<file path="src/rtl/lsu_pkg.sv">
// lsu_pkg: shared size/state encodings and counter width for the LSU perip master.
package lsu_pkg;
    typedef enum logic [1:0] {SZ_B = 2'b00, SZ_H = 2'b01, SZ_W = 2'b10, SZ_BAD = 2'b11} size_e;
    typedef enum logic [1:0] {ST_IDLE = 2'b00, ST_ACCESS = 2'b01, ST_RESP = 2'b10} state_e;
    localparam int CNT_W = 4;
endpackage

</file>
<file path="src/rtl/lsu_load_ext.sv">
// lsu_load_ext: sign/zero extension of lane-aligned load data by access size.
module lsu_load_ext
    import lsu_pkg::*;
(
    input  logic [31:0] rdata_i,
    input  size_e       size_i,
    input  logic        uns_i,
    output logic [31:0] ext_o
);
    logic sb, sh;
    assign sb = ~uns_i & rdata_i[7];
    assign sh = ~uns_i & rdata_i[15];
    assign ext_o = size_i == SZ_B ? {{24{sb}}, rdata_i[7:0]} :
                   size_i == SZ_H ? {{16{sh}}, rdata_i[15:0]} : rdata_i;
endmodule

</file>
<file path="src/rtl/lsu_perip_master.sv">
// lsu_perip_master: single-outstanding load/store initiator for the perip/DRAM port.
// Define LSU_MISALIGN_TRAP_EN to trap misaligned half/word accesses instead of force-aligning them.
module lsu_perip_master
    import lsu_pkg::*;
#(
    parameter int ADDR_W      = 18,
    parameter int WAIT_CYCLES = 0
) (
    input  logic              clk,
    input  logic              rst_n,
    input  logic              req_valid,
    output logic              req_ready,
    input  logic              req_we,
    input  logic [1:0]        req_size,
    input  logic              req_unsigned,
    input  logic [31:0]       req_addr,
    input  logic [31:0]       req_wdata,
    input  logic [4:0]        req_rd,
    output logic [ADDR_W-1:0] perip_addr,
    output logic [31:0]       perip_wdata,
    output logic [1:0]        perip_mask,
    output logic              perip_wen,
    input  logic [31:0]       perip_rdata,
    output logic              resp_valid,
    input  logic              resp_ready,
    output logic [31:0]       resp_rdata,
    output logic [4:0]        resp_rd,
    output logic              resp_err
);
    state_e            state_q, state_d;
    logic [CNT_W-1:0]  cnt_q, cnt_d;
    logic              we_q, uns_q, err_q;
    size_e             size_q, req_sz;
    logic [ADDR_W-1:0] addr_q, addr_al;
    logic [31:0]       wdata_q, rdata_q, ext;
    logic [4:0]        rd_q;
    logic              bad, accept, in_acc, last, unused_addr_hi;

    assign req_sz         = size_e'(req_size);
    assign unused_addr_hi = ^req_addr[31:ADDR_W];
`ifdef LSU_MISALIGN_TRAP_EN
    assign bad     = req_sz == SZ_BAD || (req_sz == SZ_H && req_addr[0]) ||
                     (req_sz == SZ_W && req_addr[1:0] != 2'b00);
    assign addr_al = req_addr[ADDR_W-1:0];
`else
    logic [1:0] lo_clr;
    assign lo_clr  = req_sz == SZ_W ? 2'b11 : req_sz == SZ_H ? 2'b01 : 2'b00;
    assign bad     = req_sz == SZ_BAD;
    assign addr_al = {req_addr[ADDR_W-1:2], req_addr[1:0] & ~lo_clr};
`endif

    assign accept = state_q == ST_IDLE && req_valid;
    assign in_acc = state_q == ST_ACCESS;
    assign last   = in_acc && cnt_q == '0;

    always_comb begin
        state_d = state_q == ST_IDLE   ? (req_valid ? (bad ? ST_RESP : ST_ACCESS) : ST_IDLE) :
                  state_q == ST_ACCESS ? (last ? ST_RESP : ST_ACCESS) :
                  (resp_ready ? ST_IDLE : ST_RESP);
        cnt_d   = accept ? CNT_W'(WAIT_CYCLES) : (in_acc && !last) ? cnt_q - 1'b1 : cnt_q;
    end

    lsu_load_ext u_ext (
        .rdata_i(perip_rdata),
        .size_i (size_q),
        .uns_i  (uns_q),
        .ext_o  (ext)
    );

    always_ff @(posedge clk or negedge rst_n) begin
        if (!rst_n) begin
            state_q <= ST_IDLE;
            cnt_q   <= '0;
            we_q    <= 1'b0;
            size_q  <= SZ_W;
            uns_q   <= 1'b0;
            addr_q  <= '0;
            wdata_q <= '0;
            rd_q    <= '0;
            rdata_q <= '0;
            err_q   <= 1'b0;
        end else begin
            state_q <= state_d;
            cnt_q   <= cnt_d;
            if (accept) begin
                we_q    <= req_we;
                size_q  <= req_sz;
                uns_q   <= req_unsigned;
                addr_q  <= addr_al;
                wdata_q <= req_wdata;
                rd_q    <= req_rd;
                rdata_q <= '0;
                err_q   <= bad;
            end else if (last) begin
                rdata_q <= we_q ? '0 : ext;
            end
        end
    end

    // Bus is parked (mask = word) outside ACCESS; wen decodes from state so reset kills it at once.
    assign req_ready   = state_q == ST_IDLE;
    assign perip_addr  = in_acc ? addr_q : '0;
    assign perip_wdata = in_acc ? wdata_q : '0;
    assign perip_mask  = in_acc ? size_q : SZ_W;
    assign perip_wen   = last && we_q;
    assign resp_valid  = state_q == ST_RESP;
    assign resp_rdata  = rdata_q;
    assign resp_rd     = rd_q;
    assign resp_err    = err_q;
endmodule
</file>
<file path="config.mk">
export PLATFORM = sky130hd
export DESIGN_NAME = lsu_perip_master
export DESIGN_NICKNAME = d
export VERILOG_FILES = /design/src/rtl/lsu_pkg.sv /design/src/rtl/lsu_load_ext.sv /design/src/rtl/lsu_perip_master.sv
export SDC_FILE = /design/constraint.sdc
export NUM_CORES = 1
export LEC_CHECK = 0
export ABC_AREA = 1
export BUFFER_PORTS_ARGS = -buffer_cell sky130_fd_sc_hd__buf_2
export CAP_MARGIN = 10
export CELL_PAD_IN_SITES_DETAIL_PLACEMENT = 1
export CELL_PAD_IN_SITES_GLOBAL_PLACEMENT = 1
export CORE_MARGIN = 2
export CORE_UTILIZATION = 36
export DETAILED_ROUTE_END_ITERATION = 8
export PLACE_DENSITY = 0.86
export SLEW_MARGIN = 20
export SYNTH_ARGS = -nofsm -noshare
export SYNTH_HDL_FRONTEND = slang
export SYNTH_SLANG_ARGS = --single-unit
export TNS_END_PERCENT = 100
</file>
<file path="constraint.sdc">
create_clock -name clk -period 4 [get_ports clk]
set_input_delay 0.8 -clock clk [delete_from_list [all_inputs] [get_ports clk]]
set_output_delay 0.8 -clock clk [all_outputs]
set_load 0.01 [all_outputs]
</file>
Word level (Yosys, flattened, before mapping). Index checks and enable logic that the tools add are counted. Widths: inputs -> output; s select.

Bits in registers: 98. Latch bits: 0. Memory bits (writable): 0. Memory bits (read-only): 0. Input bits: 109. Logic and storage cells: 50. Memories kept: 0.

Add/subtract/negate cells: 1. $mul: 0. Divide/modulo/power cells: 0. $lt $le $gt $ge: 0. Eq/ne operators: 6. Shift operators: 0. Multiplexer cells: 18. Bitwise gates (word level): 5. Reductions and logical operators: 10.

Operators by type and width (count): $mux 32 (6); $mux 18 (1); $mux 2 (8); $mux 4 (2); $eq 2x1->1 const B (3); $eq 2x2->1 const B (3); $logic_and 1x1->1 (4); $logic_not 2->1 (2); $logic_not 4->1 (1); $reduce_bool 2->1 (2); $sub 4x1->4 const B (1); $and 1x1->1 (2); $and 2x2->2 (1); $not 2->2 (1); $logic_not 1->1 (1); $mux 1 (1); $not 1->1 (1).

Longest topological paths before layout.
Depth in word-level cells: 7. Gate-level depth with buffers: 8.

Hierarchy. From an unflattened synthesis, not the netlist that was laid out.

Cell total of the unflattened synthesis: 565. Area, all modules: 4648.2 um^2.

By module, submodules not included: lsu_perip_master (times used 1, cells an instance 495, area an instance 4277.9 um^2, seq. area each 2453.6 um^2); lsu_load_ext (times used 1, cells an instance 70, area an instance 370.4 um^2, seq. area each 0.0 um^2).

Worst setup path after synthesis. No wires, ideal clock.

Path kind: reg-to-output. Start point: reg size_q[1]. End point: out perip_mask[1]. Arrival: 0.967 ns. Required time: 3.200 ns. Path slack: 2.233 ns. Cell stages (with the launch flop): 5. Buffers on the path: 2. Cells stage by stage: dfstp_2 > inv_1 > buf_2 > buf_2 > nand2_1.

Longest elaborated chain between the ends: 1.

RTL lines: from (decl) (RTL line lsu_perip_master.sv:33) `size_e size_q, req_sz;`; from (signal assigned) (RTL line lsu_perip_master.sv:87) `size_q <= req_sz;`; $mux 2 (RTL line lsu_perip_master.sv:104) `assign perip_mask = in_acc ? size_q : SZ_W;`; to (decl) (RTL line lsu_perip_master.sv:21) `output logic [1:0] perip_mask,`.

Every way passes these cells.

Worst setup path in the final report.
Start point: reg state_q[1]. End point: out perip_addr[4].

Longest elaborated chain between the ends: 2.

RTL lines: from (decl) (RTL line lsu_perip_master.sv:30) `state_e state_q, state_d;`; from (signal assigned) (RTL line lsu_perip_master.sv:83) `state_q <= state_d;`; $eq 2x1->1 (RTL line lsu_perip_master.sv:53) `assign in_acc = state_q == ST_ACCESS;`; $mux 18 (RTL line lsu_perip_master.sv:102) `assign perip_addr = in_acc ? addr_q : '0;`; to (decl) (RTL line lsu_perip_master.sv:19) `output logic [ADDR_W-1:0] perip_addr,`.

Every way passes these cells.

==> flow_summary.rst <==
.. list-table::
   :header-rows: 1

   * - Metric
     - Value
   * - Synth Register Bits
     - between 90 and 100
   * - Element type at the critical path end
     - output pin
   * - Synthesized Nets
     - 664
   * - Number of slew-limit violations in the final report
     - 0
   * - Part of the cycle the worst path needs
     - between 70% and 80%
   * - Leakage power
     - around 3.3 nW
   * - Clock tree buffer depth
     - 2
   * - Routed vias/inst
     - between 4 and 5
   * - Number of nets in the finished design
     - approximately 840
   * - Power density normalized to cell area
     - ~710 nW/um2
   * - Register clock-pin slew on the reported worst setup and hold paths
     - 0.06 ns
   * - CTS H-tree depth
     - 3
   * - Max-cap check violation count
     - 0
   * - Die footprint
     - approximately 13000 um2
   * - X dimension of the die
     - about 120 um
   * - Worst setup path class
     - reg2out
   * - Quantity of gates resized following cts
     - 0
   * - Area of the mapped netlist
     - between 4000 and 5000 um2
   * - Final GP Congestion
     - around 0.76
   * - Post-synth top flop
     - dfrtp_1
   * - Placed Cells incl. Taps
     - a little under 900
   * - Maximum clock rate
     - about 360 MHz
   * - EDFF count, synth
     - 0
   * - Fraction of power consumed by combinational cells
     - 42.0%
   * - Total congestion overflow
     - 0
   * - Number of warnings printed during yosys synthesis
     - 0
   * - Ports placed on the boundary
     - approximately 200
   * - Placed wire-length estimate
     - 9007 um
   * - Placed Instance Area
     - roughly 5400 um2
   * - Post-CTS setup buffer count
     - 0
   * - Iter 0 DRT Violations
     - 234
   * - Kind of start point of the critical path
     - flip-flop
   * - Finished Core Util
     - between 40 and 50%
   * - Mapped Avg Cell Area
     - around 8.1 um2
   * - Number of non-filler instances in the completed layout
     - between 800 and 900
   * - Number of antenna repair diodes
     - 0
   * - Design internal power
     - about 0.0024 W
   * - Largest net degree at the start of global routing
     - 111
   * - Setup TNS
     - 0 ns
   * - Floorplan core area
     - roughly 12000 um2
   * - Cell area after layout
     - 5722 um2
   * - Number of search-and-repair iterations in the first detailed-routing pass
     - 4
   * - Final routed wire length divided by cell count
     - 14.03 um
   * - Hold buffer count at cts
     - 0
   * - Number of global-route vias before repair
     - around 4300
   * - Cell with the most instances after synthesis
     - nand2_1
   * - Proportion of layout cells with a drive suffix above 1
     - 29.20%
   * - Slew @ Worst Pin
     - roughly 1 ns
   * - Final number of setup-violating endpoints
     - 0
   * - Part of the total power dissipated in the clock network
     - between 10% and 20%
   * - Worst Clk Skew
     - between 0.003 and 0.004 ns
   * - Count of port buffers added during placement
     - around 190
   * - Number of distinct library cell variants in the gate-level netlist after synthesis
     - 25
   * - Number of instances in the synthesized netlist
     - 551
   * - Initial cell density of the core
     - ~37%
   * - Worst voltage drop across the vdd grid
     - 0.3089 mV
   * - Final hold vios
     - 0
   * - FP Rows
     - 40
   * - Residual DRC
     - 0
   * - Result of the run
     - complete, no violations
   * - Sequential-to-total area share from yosys stat
     - between 50% and 60%
   * - Global-route wire length before repair
     - 20780 um
   * - Root Buffer
     - clkbuf_16
   * - Sink count of the clock tree
     - 98
   * - Vertical die dimension
     - roughly 120 um
   * - Number of buffers created by CTS
     - 9
   * - Sequential Power Share
     - slightly below 40%
   * - Pwr Total
     - 0.004053 W
   * - Final critical-path required period
     - ~2.8 ns
   * - Switching share of power
     - between 40 and 50%
   * - Aggregate routed wire length
     - roughly 13000 um
   * - CTS tree
     - done
   * - Class of the tightest hold or removal check
     - in2async
   * - Area delta synth->final
     - 27.59%
   * - Sw power
     - around 0.0017 W
   * - Biggest area consumer among synthesized cells
     - dfrtp_1
   * - FFs w/ async S/R, synth
     - 100.0%
   * - Maximum fanout encountered on the critical timing path
     - a little over 50
   * - Rel. slew slack
     - about a third
   * - Commonest cells in the netlist
     - 162 x nand2_1, 97 x dfrtp_1, 72 x nor2_1
   * - Fill cells
     - approximately 1500
   * - Clock latency reported for the late side of the worst-skew pair
     - 0.34 ns
   * - Antenna viol nets, final
     - 0
   * - Share of Yosys cell area claimed by the top area cell type
     - 54.13%
   * - Total global routing track utilization
     - between 10% and 20%
   * - Setup repair after global routing missed its margin
     - false
   * - Required time of the critical path
     - about 3.2 ns
   * - Number of antenna violations at the first check in global routing
     - 0
   * - Count of vias placed by the detailed router
     - between 4000 and 5000
   * - WP data arrival
     - 2.01 ns
   * - Synth area leaders
     - dfrtp_1 54%, nand2_1 14%, nor2_1 6.0%
-- stage by stage --
stage | hold WS [ns] | setup WS, ns
2_1_floorplan | 0.4530 | 2.233
3_3_place_gp | 0.4537 | 1.592
3_5_place_dp | 0.4554 | 1.509
4_1_cts | 0.4711 | 1.129
5_1_grt | 0.3545 | 1.005
6_report | 0.3465 | 1.192
-- area by class of cell --
type | instances | area [um2] | share of cell area [%]
repair buffers | 190 | 980.9 | 17.14
well taps | 168 | 210.2 | 3.674
flip-flops and latches | 98 | 2454 | 42.88
inverters | 71 | 266.5 | 4.658
multi-input cells | 352 | 1563 | 27.31
clock buffers | 15 | 247.7 | 4.330
-- worst paths after layout --
check | startpoint | to | slack (ns) | cells after the start
setup / recovery | state_q[1]$_DFF_PN0_ | perip_addr[4] | 1.19 | 4
min in group clk | resp_rdata[6]$_DFFE_PN0P_ | resp_rdata[6]$_DFFE_PN0P_ | 0.47 | 2
setup reg to reg | size_q[1]$_DFFE_PN1P_ | resp_rdata[25]$_DFFE_PN0P_ | 1.69 | 4
hold reg to reg | resp_rdata[6]$_DFFE_PN0P_ | resp_rdata[6]$_DFFE_PN0P_ | 0.47 | 2
hold / removal | rst_n | resp_rdata[6]$_DFFE_PN0P_ | 0.35 | 1
max in group asynchronous | rst_n | resp_rdata[18]$_DFFE_PN0P_ | 3.05 | 2
-- critical path: stages (launching register included) --
cell and delay [ns]:
dfrtp_1 0.44, inv_1 0.13, nand2_2 0.56, nor2_1 0.34, buf_2 0.18
-- power groups by stage --
| stage | logic [W] | registers (W) | clock network (W) |
|---|---|---|---|
| floorplan | 0.00113 | 0.00162 | 0 |
| CTS | 0.00173 | 0.00158 | 0.000798 |
| detailed placement | 0.00172 | 0.00160 | 0 |
| finish | 0.00170 | 0.00158 | 0.000769 |
| global placement | 0.00163 | 0.00158 | 0 |
| global route | 0.00195 | 0.00163 | 0.000827 |
-- cell families (layout without fill, tap and decap cells) --
group / after synthesis / after routing / synth area share (%)
AOI/OAI and AO/OA: 74 / 74 / 8.399
xor gates and xnor gates: 1 / 1 / 0.1953
adders and majority gates: 4 / 4 / 1.116
buffers and inverters: 101 / 276 / 10.55
DFF: 98 / 98 / 54.72
and+or+nand+nor: 273 / 273 / 25.03
-- sequential cells by signal (all words and copies together), names as in the netlist --
| register | cells |
|---|---|
| we_q | 1 |
| cnt_q | 4 |
| addr_q | 18 |
| resp_err | 1 |
| resp_rd | 5 |
| resp_rdata | 32 |
| wdata_q | 32 |
| state_q | 2 |
| size_q | 2 |
| uns_q | 1 |
-- cell usage in the layout, fill, tap and decap left out --
master     synthesis  final
o22ai_1            1      1
nand2_1          162    161
o21a_1             1      1
xor2_1             1      1
buf_2             15    186
ha_1               4      4
nor2_2             0      1
nor2_1            72     71
nand3_1           30     30
nor2_4             4      4
o21ai_0           27     27
o211ai_1           1      1
nand4_1            1      1
nand3b_1           1      1
buf_4              4      3
dfstp_2            1      1
clkbuf_1           3      6
a21oi_1           16     16
inv_2              3      3
clkbuf_16          0      9
dfrtp_1           97     97
buf_16             0      1
nand2_4            1      1
o21ai_1           28     28
nand2_2            1      2
inv_1             68     68
nand3_4            1      1
-- layer usage --
layer	vias up	track usage (%)	wire, um
li1	2019	-	-
met4	0	8.254	249
met1	1986	25.12	5407
met2	152	32.28	5879
met5	-	0	0
met3	20	5.021	1007
Power figures use the tool's default switching activity.
